<file path="config.mk">
export PLATFORM = sky130hd
export DESIGN_NAME = beat_packer
export DESIGN_NICKNAME = d
export VERILOG_FILES = /design/src/rtl/beat_pkg.sv /design/src/rtl/beat_packer.sv
export SDC_FILE = /design/constraint.sdc
export NUM_CORES = 1
export LEC_CHECK = 0
export BUFFER_PORTS_ARGS = -buffer_cell sky130_fd_sc_hd__buf_2
export CORE_MARGIN = 2
export CORE_UTILIZATION = 40
export DETAILED_ROUTE_END_ITERATION = 8
export GPL_ROUTABILITY_DRIVEN = 0
export PLACE_DENSITY = 0.75
export SKIP_LAST_GASP = 1
export SYNTH_ARGS = -nofsm -noshare
export SYNTH_HDL_FRONTEND = slang
export SYNTH_SLANG_ARGS = --single-unit
</file>
<file path="constraint.sdc">
create_clock -name clk -period 4.4 [get_ports clk]
set_input_delay 0.22 -clock clk [delete_from_list [all_inputs] [get_ports clk]]
set_output_delay 0.22 -clock clk [all_outputs]
set_load 0.02 [all_outputs]
</file>
<file path="src/rtl/beat_pkg.sv">
// rtl/beat_pkg.sv - shared RATIO bounds and counter-width helper for beat_packer
package beat_pkg;

    localparam int RATIO_MIN = 2;
    localparam int RATIO_MAX = 16;

    function automatic int cnt_width(input int ratio);
        return (ratio > 1) ? $clog2(ratio) : 1;
    endfunction

endpackage

</file>
<file path="src/rtl/beat_packer.sv">
// rtl/beat_packer.sv - narrow-to-wide beat packer with registered valid/ready output
// Optional early packet close with keep/last under BEAT_PACKER_LAST_EN.
module beat_packer
    import beat_pkg::*;
#(
    parameter int DATA_WD = 8,
    parameter int RATIO   = 4
) (
    input  logic                       clk,
    input  logic                       rst_n,
    input  logic                       valid_in,
    input  logic [DATA_WD-1:0]         data_in,
    output logic                       ready_in,
`ifdef BEAT_PACKER_LAST_EN
    input  logic                       last_in,
    output logic                       last_out,
    output logic [RATIO-1:0]           keep_out,
`endif
    output logic                       valid_out,
    output logic [DATA_WD*RATIO-1:0]   data_out,
    input  logic                       ready_out
);

    localparam int CW = cnt_width(RATIO);
    localparam int OW = DATA_WD * RATIO;
    localparam logic [CW-1:0] LAST_SLOT = CW'(RATIO - 1);

    if (RATIO < RATIO_MIN || RATIO > RATIO_MAX) begin : g_ratio_check
        $error("beat_packer: RATIO outside legal range");
    end

    logic [CW-1:0] cnt_q, cnt_d;
    logic          valid_q, valid_d;
    logic [OW-1:0] data_q, data_d;
    logic          fire_in, fire_out, close;

    assign ready_in = !valid_q || ready_out;
    assign fire_in  = valid_in && ready_in;
    assign fire_out = valid_q && ready_out;

`ifdef BEAT_PACKER_LAST_EN
    logic [RATIO-1:0] keep_q, keep_d;
    logic             last_q, last_d;

    assign close    = fire_in && ((cnt_q == LAST_SLOT) || last_in);
    assign keep_out = keep_q;
    assign last_out = last_q;
`else
    assign close    = fire_in && (cnt_q == LAST_SLOT);
`endif

    // The word register doubles as the assembly buffer: it only takes writes
    // while empty or in the cycle it is being consumed, so data_out stays stable.
    always_comb begin
        cnt_d   = cnt_q;
        valid_d = valid_q;
        data_d  = data_q;
`ifdef BEAT_PACKER_LAST_EN
        keep_d  = keep_q;
        last_d  = last_q;
`endif
        if (fire_out) begin
            valid_d = 1'b0;
        end
        if (fire_in) begin
            if (cnt_q == '0) begin
                data_d = '0;
`ifdef BEAT_PACKER_LAST_EN
                keep_d = '0;
`endif
            end
            for (int i = 0; i < RATIO; i++) begin
                if (cnt_q == CW'(i)) begin
                    data_d[i*DATA_WD +: DATA_WD] = data_in;
`ifdef BEAT_PACKER_LAST_EN
                    keep_d[i] = 1'b1;
`endif
                end
            end
            cnt_d = close ? '0 : cnt_q + CW'(1);
            if (close) begin
                valid_d = 1'b1;
            end
`ifdef BEAT_PACKER_LAST_EN
            last_d = close && last_in;
`endif
        end
    end

    always_ff @(posedge clk or negedge rst_n) begin
        if (!rst_n) begin
            cnt_q   <= '0;
            valid_q <= 1'b0;
            data_q  <= '0;
`ifdef BEAT_PACKER_LAST_EN
            keep_q  <= '0;
            last_q  <= 1'b0;
`endif
        end else begin
            cnt_q   <= cnt_d;
            valid_q <= valid_d;
            data_q  <= data_d;
`ifdef BEAT_PACKER_LAST_EN
            keep_q  <= keep_d;
            last_q  <= last_d;
`endif
        end
    end

    assign valid_out = valid_q;
    assign data_out  = data_q;

endmodule

</file>
## After elaboration in Yosys (flattened, before gate mapping)

Index checks and enable logic that the tools add are counted.

- Add/subtract/negate cells: 1
- Eq/ne operators: 3
- Multiplexer cells: 9
- Reduce and logical (&&, ||, !) cells: 13

Operators by type and width:

| kind | count |
|---|---|
| 2-to-1 mux 32 bit | 1 |
| 2-to-1 mux 8 bit | 4 |
| AND reduction 2 bit | 4 |
| nonzero test 2 bit | 3 |
| == test 2 bit, second input constant | 2 |
| logical AND 1 bit | 3 |
| 2-to-1 mux 1 bit | 3 |
| adder 2 x 1 -> 2 bit, second input constant | 1 |
| == test 2 x 1 -> 1 bit, second input constant | 1 |
| logical NOT 2 bit | 1 |
| 2-to-1 mux 2 bit | 1 |
| logical NOT 1 bit | 1 |
| logical OR 1 bit | 1 |

- Bits in registers: 35
- Input bits: 12
- Logic and storage cells: 32

## Logic depth before layout (Yosys ltp)

Gate-level depths: netlist of the first run.

- Depth in word-level cells: 6
- Gate-level depth with buffers: 5
- Gate-level depth less buffers: 4

## Least setup slack after synthesis of the first run

No wires, ideal clock.

- Path type: register to register
- Start: register cnt_q[0]
- End: register cnt_q[0]
- Arrival time: 1,291 ps
- Path slack: 3,026 ps
- Cell stages (with the launch flop): 5
- Buffers on the path: 1
- Clock period less this slack: 1,374 ps
- Path through: dfrtp_1 > ha_1 > buf_2 > or4_1 > o21ai_0

- Longest elaborated chain between the ends: 3
- Elaborated cells on any way between the ends: 4
- Those cells by class: 1 x add/sub; 1 x eq/ne; 1 x mux; 1 x reduce/logical

Ends and longest elaborated chain:

| element | RTL line | RTL |
|---|---|---|
| start: declaration | beat_packer.sv:32 | `logic [CW-1:0] cnt_q, cnt_d;` |
| start signal: assignment | beat_packer.sv:100 | `cnt_q <= cnt_d;` |
| branches (longest 2 deep; another with adder 2 x 1 -> 2 bit) | -- |  |
| 2-to-1 mux 2 bit * | beat_packer.sv:80 | `cnt_d = close ? '0 : cnt_q + CW'(1);` |

Mark *: on every way between the ends.
A chain may end at the register's enable or synchronous reset.

## Final worst setup path of the first run

- Start: register cnt_q[0]
- End: register data_q[22], in the netlist data_out[22]

- Longest elaborated chain between the ends: 3
- Elaborated cells on any way between the ends: 5
- Those cells by class: 1 x eq/ne; 1 x mux; 3 x reduce/logical

Ends and longest elaborated chain:

| element | RTL line | RTL |
|---|---|---|
| == test 2 bit / logical NOT 2 bit (equally long branches) | beat_packer.sv:73, beat_packer.sv:66 |  |
| nonzero test 2 bit (no line) | -- |  |
| AND reduction 2 bit (no line) | -- |  |
| end signal: assignment | beat_packer.sv:102 | `data_q <= data_d;` |
| end: declaration | beat_packer.sv:34 | `logic [OW-1:0] data_q, data_d;` |

Several ways; a longest one is shown, not always the timed one.

==> results of run 1 <==
## layout make-up
class	count	area share [%]
clock buffer	5	2.117
clock inverter	3	1.129
inverter	12	2.682
multi-input combinational	58	27.73
sequential	35	49.40
tap	46	3.246
timing repair buffer	47	13.69
## state kept, by name, indices dropped and copies added, names as in the netlist
register   cells
data_out      32
valid_out      1
cnt_q          2
## metal layers
metal / track usage [%] / share of wire [%] / vias up
li1: - / - / 483
met1: 20.21 / 41 / 487
met2: 29.04 / 52 / 31
met3: 5.458 / 5.6 / 8
met4: 5.319 / 1.7 / 0
met5: 0 / 0 / -
## worst reg2reg max path: cells and delay by family (launching register included)
| family | cells | cell delay (ns) |
|---|---|---|
| fa+ha+maj | 1 | 0.24 |
| flops | 1 | 0.41 |
| buf+inv | 1 | 0.10 |
| compound gates | 2 | 0.79 |
## final timing paths
kind | startpoint | endpoint | slack, ns
min in group asynchronous | rst_n | cnt_q[1] | 0.49
worst max-delay path | cnt_q[0] | data_out[22] | 2.81
max in group asynchronous | rst_n | data_out[29] | 3.43
worst min-delay path | data_in[4] | data_out[12] | 0.15
worst min register to register | data_out[23] | data_out[23] | 0.51
worst max register to register | cnt_q[0] | data_out[22] | 2.81
## power groups by stage
stage | Sequential, W | Clock [W] | Combinational (W)
global placement | 0.000549 | 0 | 0.000646
global route | 0.000570 | 0.000192 | 0.000711
finish | 0.000548 | 0.000173 | 0.000658
floorplan | 0.000719 | 0 | 0.000284
CTS | 0.000550 | 0.000177 | 0.000667
detailed placement | 0.000555 | 0 | 0.000666
## metrics by stage
stage / hold WS (ns) / util, % / area (µm²) / power, W
floorplan: -0.07559 / - / 1458 / 0.001002
global route: 0.1413 / 51.90 / 1773 / 0.001473
global placement: 0.3174 / 49.93 / 1705 / 0.001196
CTS: 0.1443 / 51.90 / 1773 / 0.001395
finish: 0.1477 / 51.90 / 1773 / 0.001379
detailed placement: 0.3399 / 49.93 / 1705 / 0.001221
## cell usage in the layout, fill, tap and decap left out, types with 2 or more instances in the layout
| cell | n |
|---|---|
| sky130_fd_sc_hd__mux2i_1 | 8 |
| sky130_fd_sc_hd__inv_1 | 11 |
| sky130_fd_sc_hd__a32o_1 | 2 |
| sky130_fd_sc_hd__dfrtp_1 | 35 |
| sky130_fd_sc_hd__clkbuf_4 | 5 |
| sky130_fd_sc_hd__mux2_2 | 8 |
| sky130_fd_sc_hd__a22o_1 | 14 |
| sky130_fd_sc_hd__clkinvlp_4 | 2 |
| sky130_fd_sc_hd__o211ai_1 | 2 |
| sky130_fd_sc_hd__nand2_1 | 10 |
| sky130_fd_sc_hd__nor2_1 | 2 |
| sky130_fd_sc_hd__ha_1 | 4 |
| sky130_fd_sc_hd__buf_2 | 45 |
| sky130_fd_sc_hd__and3_4 | 2 |
## what timing repair did
item                                    4_1_cts  5_1_grt
endpoints found under the setup margin        0        0
endpoints found under the hold margin        35        0
setup buffers                                 0        0
hold buffers                                  1        0
## kinds of logic after synthesis
logic type	Yosys count	synth area share (%)
flops	35	60.09
mux	16	11.67
simple gates	18	7.124
fa+ha+maj	4	3.434
compound gates	20	11.50
buf+inv	17	6.180
==> impl_summary.md, run 1 <==
Power
The net switching share of the total power is 42.56%. Summed over all nets, the switching power comes to 0.0005869 W. The worst vdd rail ir drop is 0.3851 mV. The part of the total power dissipated in sequential elements is 39.8%. In this run, the clock network consumes 12.5% of the power. Summed over all cells, the static leakage comes to 0.9166 nW. Power spread over the standard cell area amounts to 777.9 nW/µm². The cell-internal power is 0.0007923 W. Combinational logic is responsible for 47.7% of the overall power.

Layout
The area growth from synthesis to layout is 21.63%. 0 antenna diodes ended up in the layout. In the final layout, the multi-input gates occupy 491.7 µm². The non-filler instance count after layout is 206. Across the whole layout, storage elements account for 875.8 µm².

The layout net count is 175. Cells with a size suffix above 1 make up 41.88% of the layout. Fill cells in the final layout number 313.

Logic synthesis
The most instantiated flip-flop cell in the synthesis netlist is sky130_fd_sc_hd__dfrtp_1. Synthesis instantiated 21 different standard cells from the library. The top cell type by area accounts for 60.09% of the synthesized area. After synthesis the netlist holds a flip-flop and latch count of 35. The per-instance average area after synthesis is 13.25 µm². The library cell occupying the most area in the post-synthesis netlist is sky130_fd_sc_hd__dfrtp_1. The number of enable-type register cells in the synthesized netlist is 0. The area of the mapped netlist is 1458 µm². The synthesis warning total is 0.

In the synthesized netlist, the cells that appear most often are sky130_fd_sc_hd__dfrtp_1 (35), sky130_fd_sc_hd__a22o_1 (14), sky130_fd_sc_hd__inv_1 (11). The most common cell in the synthesized netlist is sky130_fd_sc_hd__dfrtp_1. Sequential elements use 60.09% of the synthesized area. Synthesis handed over a netlist of 110 instances. When the netlist entered floorplanning its net count stood at 126.

The async set or reset register ratio after synthesis is 100.0%. Ranked by total cell area, the synthesized netlist is headed by sky130_fd_sc_hd__dfrtp_1 (60%), sky130_fd_sc_hd__a22o_1 (8.4%), sky130_fd_sc_hd__mux2_2 (6.2%).

Route
The first-pass detailed-route iteration total is 4. The per-cell via count in the routed design is 4.898. After detailed routing, the average wire length per cell comes to 15.09 µm.

The number of nets with antenna violations after detailed routing is 0. The post-route DRC violation count is 0. The routed design has 3108 µm of wire. The number of violations reported at the end of detailed-routing iteration 0 is 14. The overall via count from detail_route is 1,009.

Critical path
The number of buffers and inverters on the critical path is 1. The worst setup path is captured at a flop. The largest driver fanout on the critical path is 8. The cell count of the worst reg-to-reg path is 4. The total stage count of the critical path is 4. For the worst setup path, the data arrival time is 1.88 ns. The startpoint type of the worst setup path is a flop. The critical path goes through inv_1 -> ha_1 -> o211ai_1 -> a22o_1. The delay of the slowest critical-path stage is 0.55 ns. Data on the critical path is required at its endpoint by 4.68 ns. The category of the most critical setup path is reg2reg.

The cell family contributing the most delay on the critical path is compound AO/OA/AOI/OAI gates. The critical path's slowest cell is sky130_fd_sc_hd__o211ai_1.

Place
After detailed placement, the design holds a cell count of 197. The placement-stage worst setup slack is 2.825 ns. The count of buffers added on input and output ports is 45. The total half-perimeter wirelength after legalization and detailed placement is 2345 µm.

Timing
Setup slack on the critical path of the routed design comes to 2.808 ns. Measured against its own limit, the worst slew margin works out to 48.58%. The total negative slack for setup checks is 0 ns. Setup violations remaining at the end of the flow were counted as 0. In the finished design, the share of the clock period the worst path needs comes to 36.19%. Setup repair after global routing left no endpoint under its margin. The worst path needs 1.592 ns of the cycle, external delays included. The hold violation count in the final report is 0. The number of pins exceeding their max-slew limit in the final report was 0. Clock skew on the completed layout was measured at 0.008634 ns. Static timing analysis puts the maximum clock frequency at 628.1 MHz. The slew of the pin with the lowest slew margin is 0.7712 ns.

Global route
The number of global-route vias before repair is 1,085. The initial antenna violation count is 0. The leftover overflow at the end of global routing is 0.

The all-layer global routing usage is 16.94%. The global-route wire length before repair is 5285 µm. The largest net degree at the start of global routing is 36.

Floorplanning
The area of the core region is 3416 µm². During I/O placement, the number of pins put on the boundary was 46. The floorplan step defined a die boundary enclosing 4143 µm². The floorplan die width is 64.37 µm.

Measured along the y axis, the die boundary spans 64.37 µm. After floorplanning, the core was divided into 21 placement rows. Once the floorplan was initialized, standard cells occupied 42.67% of the core.

Clocking
The tree is rooted in a sky130_fd_sc_hd__clkbuf_4. Buffers inserted during clock tree synthesis total 5. TritonCTS built the clock tree.

Once the clock tree was built, the resizer swapped 0 gates to a different size. After clock tree synthesis, the clock-pin slew on the worst setup and hold paths is 0.11 ns. The clock passes through at most 2 buffers. The H-tree was split into 2 levels.

The number of sinks handled by clock tree synthesis is 35. Clock latency on the worst-skew pair, taken at its later pin, is 0.34 ns.

Hold path
The worst hold path was traced through 2 stages. The worst hold path belongs to the class in2reg.

Run status
The flow ran to the end, and the final reports show no timing, DRC or antenna violations.

Run
The tool flagged a number of max-cap violations equal to 0.
Note: power is estimated with default switching activity, not from simulation.
==> run 2, diff against run 1 <==
Clock period 4.4 ns to 1.5 ns, I/O delays scaled along.
==> run 2 against run 1 <==
Net effect: first-iteration DRC count up 93%; register-to-register slack worse by 2.8 ns; total power rose to 3.3 times the previous value; die area unchanged; global-route usage up 1.5 points; core utilization up 4.2 points; largest cell class unchanged; via count up 5.4%; critical path type unchanged.
==> impl_summary.md, run 2 (synthesized netlist as in run 1, its figures left out) <==
Run status
The run finished with clean final reports.

Timing
The number of pins exceeding their max-slew limit in the final report is 0. The clock arrives with 0.01129 ns of skew. The hold violation count in the final report is 0.

The headroom to the max-slew limit is 80.17%. Final hold analysis gives a worst-case slack of 0.01559 ns. The final setup violation count is 0.

At the pin with the least slew margin, the transition time is 0.2961 ns. The period utilization is 96.80%. For this run, the top clock speed supported by timing is 688.7 MHz. Counting I/O delays and the setup requirement, the final critical path takes 1.452 ns.

Critical path
The critical path in this run is classified as reg2reg. The worst register-to-register path has a setup slack of 0.05 ns. In this run the critical register-to-register path is captured at data_out[27].

The start of the worst register-to-register path is cnt_q[0]. The largest driver fanout on the critical path is 4. The critical path's slowest cell is sky130_fd_sc_hd__dfrtp_1. STA classifies the critical path endpoint as a flop. Counting cells, the worst reg-to-reg path comes to 5. The arrival time of the worst setup path is 1.73 ns.

Walking the worst path, the cells encountered are inv_2 -> ha_4 -> nor3_4 -> buf_2 -> mux2i_1. The largest single stage delay on the critical path is 0.44 ns. Data on the critical path is required at its endpoint by 1.78 ns. The startpoint type of the worst setup path is a flop.

Route
The number of nets with antenna violations after detailed routing is 0. The post-route DRC violation count is 0. For this block, the via count after detailed routing is 1,063. The number of violations reported at the end of detailed-routing iteration 0 is 27.

In the final routed layout, each cell accounts on average for 15.80 µm. The per-cell via count in the routed design is 4.967. The pre-antenna-repair detailed-routing pass consisted of 4 iterations. The routed design has 3381 µm of wire.

Layout
Relative to the synthesized area, the layout overhead comes to 31.59%. Summing all multi-input logic gate instances after layout gives 515.5 µm². The non-filler instance count after layout is 214.

The layout net count is 183. Leaving out fill and tap cells, the most frequent cell in the layout is sky130_fd_sc_hd__buf_2. The proportion of layout cells with a drive suffix above 1 is 44.64%.

Leaving out fill and tap cells, the most frequent cells in the layout are sky130_fd_sc_hd__buf_2 (46), sky130_fd_sc_hd__dfrtp_1 (35), sky130_fd_sc_hd__a22o_1 (14). Summing all flip-flop and latch instances after layout gives 875.8 µm². The number of flip-flops under the largest register name is 32.

The count of fill cells added during filler insertion is 302. The count of inserted antenna diode cells is 0.

Place
The number of port buffers is 45. The HPWL after detailed placement is 2437 µm. Counting tap cells, the placed design contains a total of 200 instances.

Global route
The largest net degree at the start of global routing is 36. Global routing used 18.48% of the available tracks. The number of global-route vias before repair is 1,156. The leftover overflow at the end of global routing is 0.

The first global-routing pass estimated 5713 µm of wire. The initial antenna violation count was 0.

Clocking
For the worst-skew pair, the clock arrives at the later sink with an insertion delay of 0.35 ns. The depth of the CTS H-tree is 2. Counting along the longest clock path gives a buffer depth of 2. The number of buffers created by CTS is 5. The clock tree from TritonCTS is done.

Clock-pin slew was measured on the worst setup and hold paths at 0.11 ns. The number of sinks handled by clock tree synthesis is 35. The root buffer cell chosen for the clock tree is sky130_fd_sc_hd__clkbuf_4.

Hold path
The path with the worst hold slack has its endpoint at data_out[27]. The worst hold path begins at data_in[3]. The path class of the tightest hold or removal check is in2reg. The worst hold path was traced through 3 stages.

Power
The share of total power dissipated in the clock network is 18.5%. The part of the total power dissipated in sequential elements is 35.3%. The net switching share of the total power is 39.24%.

The worst vdd rail ir drop is 1.295 mV. Internal power comes to 0.002777 W. Dividing total power by cell area gives a power density of 2383 nW/µm². The analysis attributes to net switching a power of 0.001794 W. Combinational cells account for 46.2% of the total power. The reported leakage power is 0.9834 nW.

Floorplanning
The die is 64.37 µm wide. The area of the core region is 3416 µm². The initial standard-cell utilization of the core is 42.67%. The height of the die is 64.37 µm. The floorplan row count is 21. The die footprint is 4143 µm².

Pin placement for this block handled 46 I/O pins.

Run
Across the run, the number of max-cap violations was 0.
## run 2: what timing repair did
item,CTS,global route
hold buffers,3,1
setup buffers,1,0
endpoints found under the setup margin,11,22
gates cloned,0,1
resized for setup,0,7
hold endpoints to repair,37,1
pin swaps,1,1
## run 2: layout make-up
type	instances	area share, %
well taps	46	3.001
flip-flops and latches	35	45.66
clock inverters	2	3.131
multi-input cells	58	26.88
repair buffers	55	16.70
inverters	12	2.479
clock buffers	6	2.153
## run 2: how the worst max path moves through the flow
| stage | start | endpoint | cells after the start |
|---|---|---|---|
| 2_1_floorplan | cnt_q[0] | cnt_q[0] | 4 |
| 3_3_place_gp | cnt_q[0] | data_out[17] | 4 |
| 3_5_place_dp | cnt_q[0] | data_out[17] | 4 |
| 4_1_cts | cnt_q[0] | data_out[29] | 5 |
| 5_1_grt | cnt_q[0] | data_out[30] | 5 |
| 6_report | cnt_q[0] | data_out[27] | 5 |
## run 2: power by group through the flow
stage	Combinational, W	Clock [W]	Sequential, W
after floorplan	0.000832	0	0.00211
after global placement	0.00192	0	0.00161
after detailed placement	0.00199	0	0.00163
after CTS	0.00202	0.000853	0.00161
after global routing	0.00227	0.000895	0.00167
final	0.00211	0.000845	0.00161
## run 2: per-layer routing
| layer | routed length [µm] | global-route usage [%] | vias to the layer above |
|---|---|---|---|
| met5 | 0 | 0 | - |
| met4 | 73 | 7.979 | 0 |
| met3 | 182 | 6.338 | 7 |
| met2 | 1738 | 31.25 | 36 |
| met1 | 1387 | 21.22 | 519 |
| li1 | - | - | 501 |
## run 2: per-stage QoR
stage          area [µm²]  total power (W)  util (%)    TNS, ns  worst slack, ns
3_3_place_gp         1740         0.003528     50.95          0          0.04290
2_1_floorplan        1458         0.002940         -          0           0.1261
5_1_grt              1918         0.004839     56.15  -0.008529        -0.003839
4_1_cts              1879         0.004484     55.02   -0.05113         -0.02572
6_report             1918         0.004570     56.15          0          0.04795
3_5_place_dp         1740         0.003617     50.95    -0.4544         -0.07347
## run 2: worst max-delay path: cells and delay by family (launching register included)
family	cells	cell delay [ns]
adder cells (fa/ha/maj)	1	0.22
buffers and inverters	2	0.33
flip-flops	1	0.44
multiplexers	1	0.20
AND/OR/NAND/NOR	1	0.20
==> run 3, diff against run 2 <==
Settings changed: PLACE_DENSITY 0.75 to 0.71.
==> run 3 against run 2 <==
Net effect: wire length rose by 3.8%; combinational power is 9% higher; total power rose by 0.68%; critical endpoint is now cnt_q[0]; via count is 2.6% higher; critical path depth is 1 lower; global-route usage rose by 0.36 points; clock-buffer cell count stayed put; maximum frequency down 0.92%.
==> impl_summary.md, run 3 (synthesized netlist as in run 1, its figures left out) <==
Global route
The total overflow left after global routing is 0. The number of global-route vias before repair was 1,214. The largest net degree at the start of global routing is 36. The initial antenna violation count came to 0.

The first global-routing pass estimated 5823 µm of wire. For this run, the total global-route usage over all layers was measured as 18.84%.

Clocking
The number of buffers on the longest clock path is 2. Clock-pin slew was measured on the worst setup and hold paths at 0.11 ns. The depth of the CTS H-tree is 2. The tree built by TritonCTS fans out to 35 sinks. The clock tree from TritonCTS is done. The source-to-sink clock delay at the later pin of the worst-skew pair is 0.34 ns. The library cell used as clock root buffer is sky130_fd_sc_hd__clkbuf_4. The number of buffers created by CTS is 5.

Hold path
In this run the most critical hold path is launched from data_in[0]. Along the worst hold path, the cell count comes to 2. The type of the most critical hold path is in2reg. The worst hold path terminates at data_out[16].

Route
Before antenna repair, the detailed router went through 4 iterations. For this block, the via count after detailed routing is 1,091. The per-cell via count in the routed design is 5.051.

After detailed routing, the total wire length is 3510 µm. Once detail routing completed, the nets flagged for antenna violations numbered 0. The number of violations reported at the end of detailed-routing iteration 0 is 37.

The wire length per cell is 16.25 µm. The post-route DRC violation count is 0.

Timing
For the final database, setup skew stands at 0.009269 ns. Timing would allow up to 682.3 MHz. The number of pins exceeding their max-slew limit in the final report came to 0. The slew of the pin with the lowest slew margin is 0.7775 ns. Final hold analysis gives a worst-case slack of 0.01610 ns. The smallest clock period supported by the final layout is computed as 1.466 ns. Setup violations remaining at the end of the flow were counted as 0. The hold violation count in the final report was 0. The period utilization is 97.71%. The headroom to the max-slew limit is 48.17%.

Floorplanning
The die footprint is 4143 µm². The initial utilization of the core area, before any placement, comes to 42.67%. The die is 64.37 µm tall.

During I/O placement, the number of pins put on the boundary was 46. The area of the core region is 3416 µm². The die is 64.37 µm wide. The floorplan row count is 21.

Layout
The count of fill cells added during filler insertion is 325. The count of inserted antenna diode cells is 0. The library cell used most frequently in the layout, excluding fill and tap cells, is sky130_fd_sc_hd__buf_2. The layout-stage area growth over the synthesis result is 31.33%. In the layout the commonest cells are sky130_fd_sc_hd__buf_2 (45), sky130_fd_sc_hd__dfrtp_1 (35), sky130_fd_sc_hd__a22o_1 (14).

Cells with a size suffix above 1 make up 48.82% of the layout. The net count of the finished layout is 185. The number of flip-flops under the largest register name is 32.

The area of all placed cells without fillers is 1914 µm².

Run
Across the run, the number of max-cap violations was 0.

Place
The number of port buffers is 45. The area of placed instances is 1735 µm². The wire-length estimate of the detail-placed layout is 2482 µm.

Critical path
The end of the worst register-to-register path is cnt_q[0]. The category of the most critical setup path is reg2reg. The worst register-to-register path has a setup slack of 0.03 ns. The arrival time of the worst setup path is 1.74 ns. The cell count of the worst reg-to-reg path is 4. The startpoint identified for the worst register-to-register timing path is cnt_q[1]. The largest driver fanout on the critical path is 3. Data on the critical path is required at its endpoint by 1.77 ns. The kind of capture point of the worst setup path is a flop. The startpoint type of the worst setup path is a flop.

Power
The design draws 0.004601 W. The worst-case IR drop observed on VDD is 1.219 mV. Power spread over the standard cell area amounts to 2404 nW/µm². The reported leakage power is 0.9871 nW.

Run status
The run finished with clean final reports.
-- run 3: cell types whose count changed in the layout (fill, tap and decap cells not counted), sizes merged --
cell         delta
dlygate4sd3     -3
clkinv          +1
buf             +5
bufinv          -1
-- run 3: metrics by stage --
step | util [%] | setup WS, ns | instances | setup TNS, ns
after CTS | 54.43 | -0.02677 | 213 | -0.06606
after floorplan | - | 0.1261 | 110 | 0
after detailed placement | 50.81 | -0.09126 | 201 | -0.6444
final | 56.04 | 0.03442 | 216 | 0
after global routing | 56.04 | -0.003245 | 216 | -0.003245
after global placement | 50.81 | 0.05463 | 201 | 0
-- run 3: metal layers --
metal,up-vias,global-route usage (%),part of all wire (%)
met5,-,0,0
met4,0,8.777,1.7
met3,7,4.577,5.1
met2,37,33.85,54
met1,550,20.83,39
li1,497,-,-
-- run 3: timing repair --
item | 4_1_cts | 5_1_grt
hold endpoints to repair | 35 | 0
gates cloned | 1 | 0
setup buffers | 2 | 3
setup endpoints to repair | 16 | 18
hold buffers | 1 | 0
gates resized for setup | 3 | 9
pin swaps | 1 | 2
-- run 3: cell type report --
cell class	instances	area (µm²)	area share, %
Clock inverter	2	35.03	1.830
Timing Repair Buffer	57	325.3	16.99
Inverter	12	47.55	2.484
Multi-Input combinational cell	58	521.8	27.25
Tap cell	46	57.56	3.007
Clock buffer	6	51.30	2.680
Sequential cell	35	875.8	45.75
-- run 3: power by group --
group,switching (W),total [W],internal (W)
logic,0.00129,0.00230,0.00101
clock network,0.000315,0.000709,0.000394
registers,0.000226,0.00160,0.00137
-- run 3: worst max path at each step --
stage / cells past startpoint / endpoint / slack (ns) / from
floorplan: 4 / cnt_q[0] / 0.13 / cnt_q[0]
global placement: 4 / data_out[17] / 0.05 / cnt_q[0]
detailed placement: 4 / data_out[19] / -0.09 / cnt_q[0]
CTS: 5 / data_out[30] / -0.03 / cnt_q[1]
global route: 4 / cnt_q[0] / -0.003 / cnt_q[0]
finish: 4 / cnt_q[0] / 0.03 / cnt_q[1]
-- run 3: worst max-delay path, stage by stage, from the launching register on --
cell and delay (ns):
sky130_fd_sc_hd__dfrtp_1 0.43, sky130_fd_sc_hd__buf_4 0.15, sky130_fd_sc_hd__ha_1 0.19, sky130_fd_sc_hd__or4_1 0.55, sky130_fd_sc_hd__o21ai_2 0.09
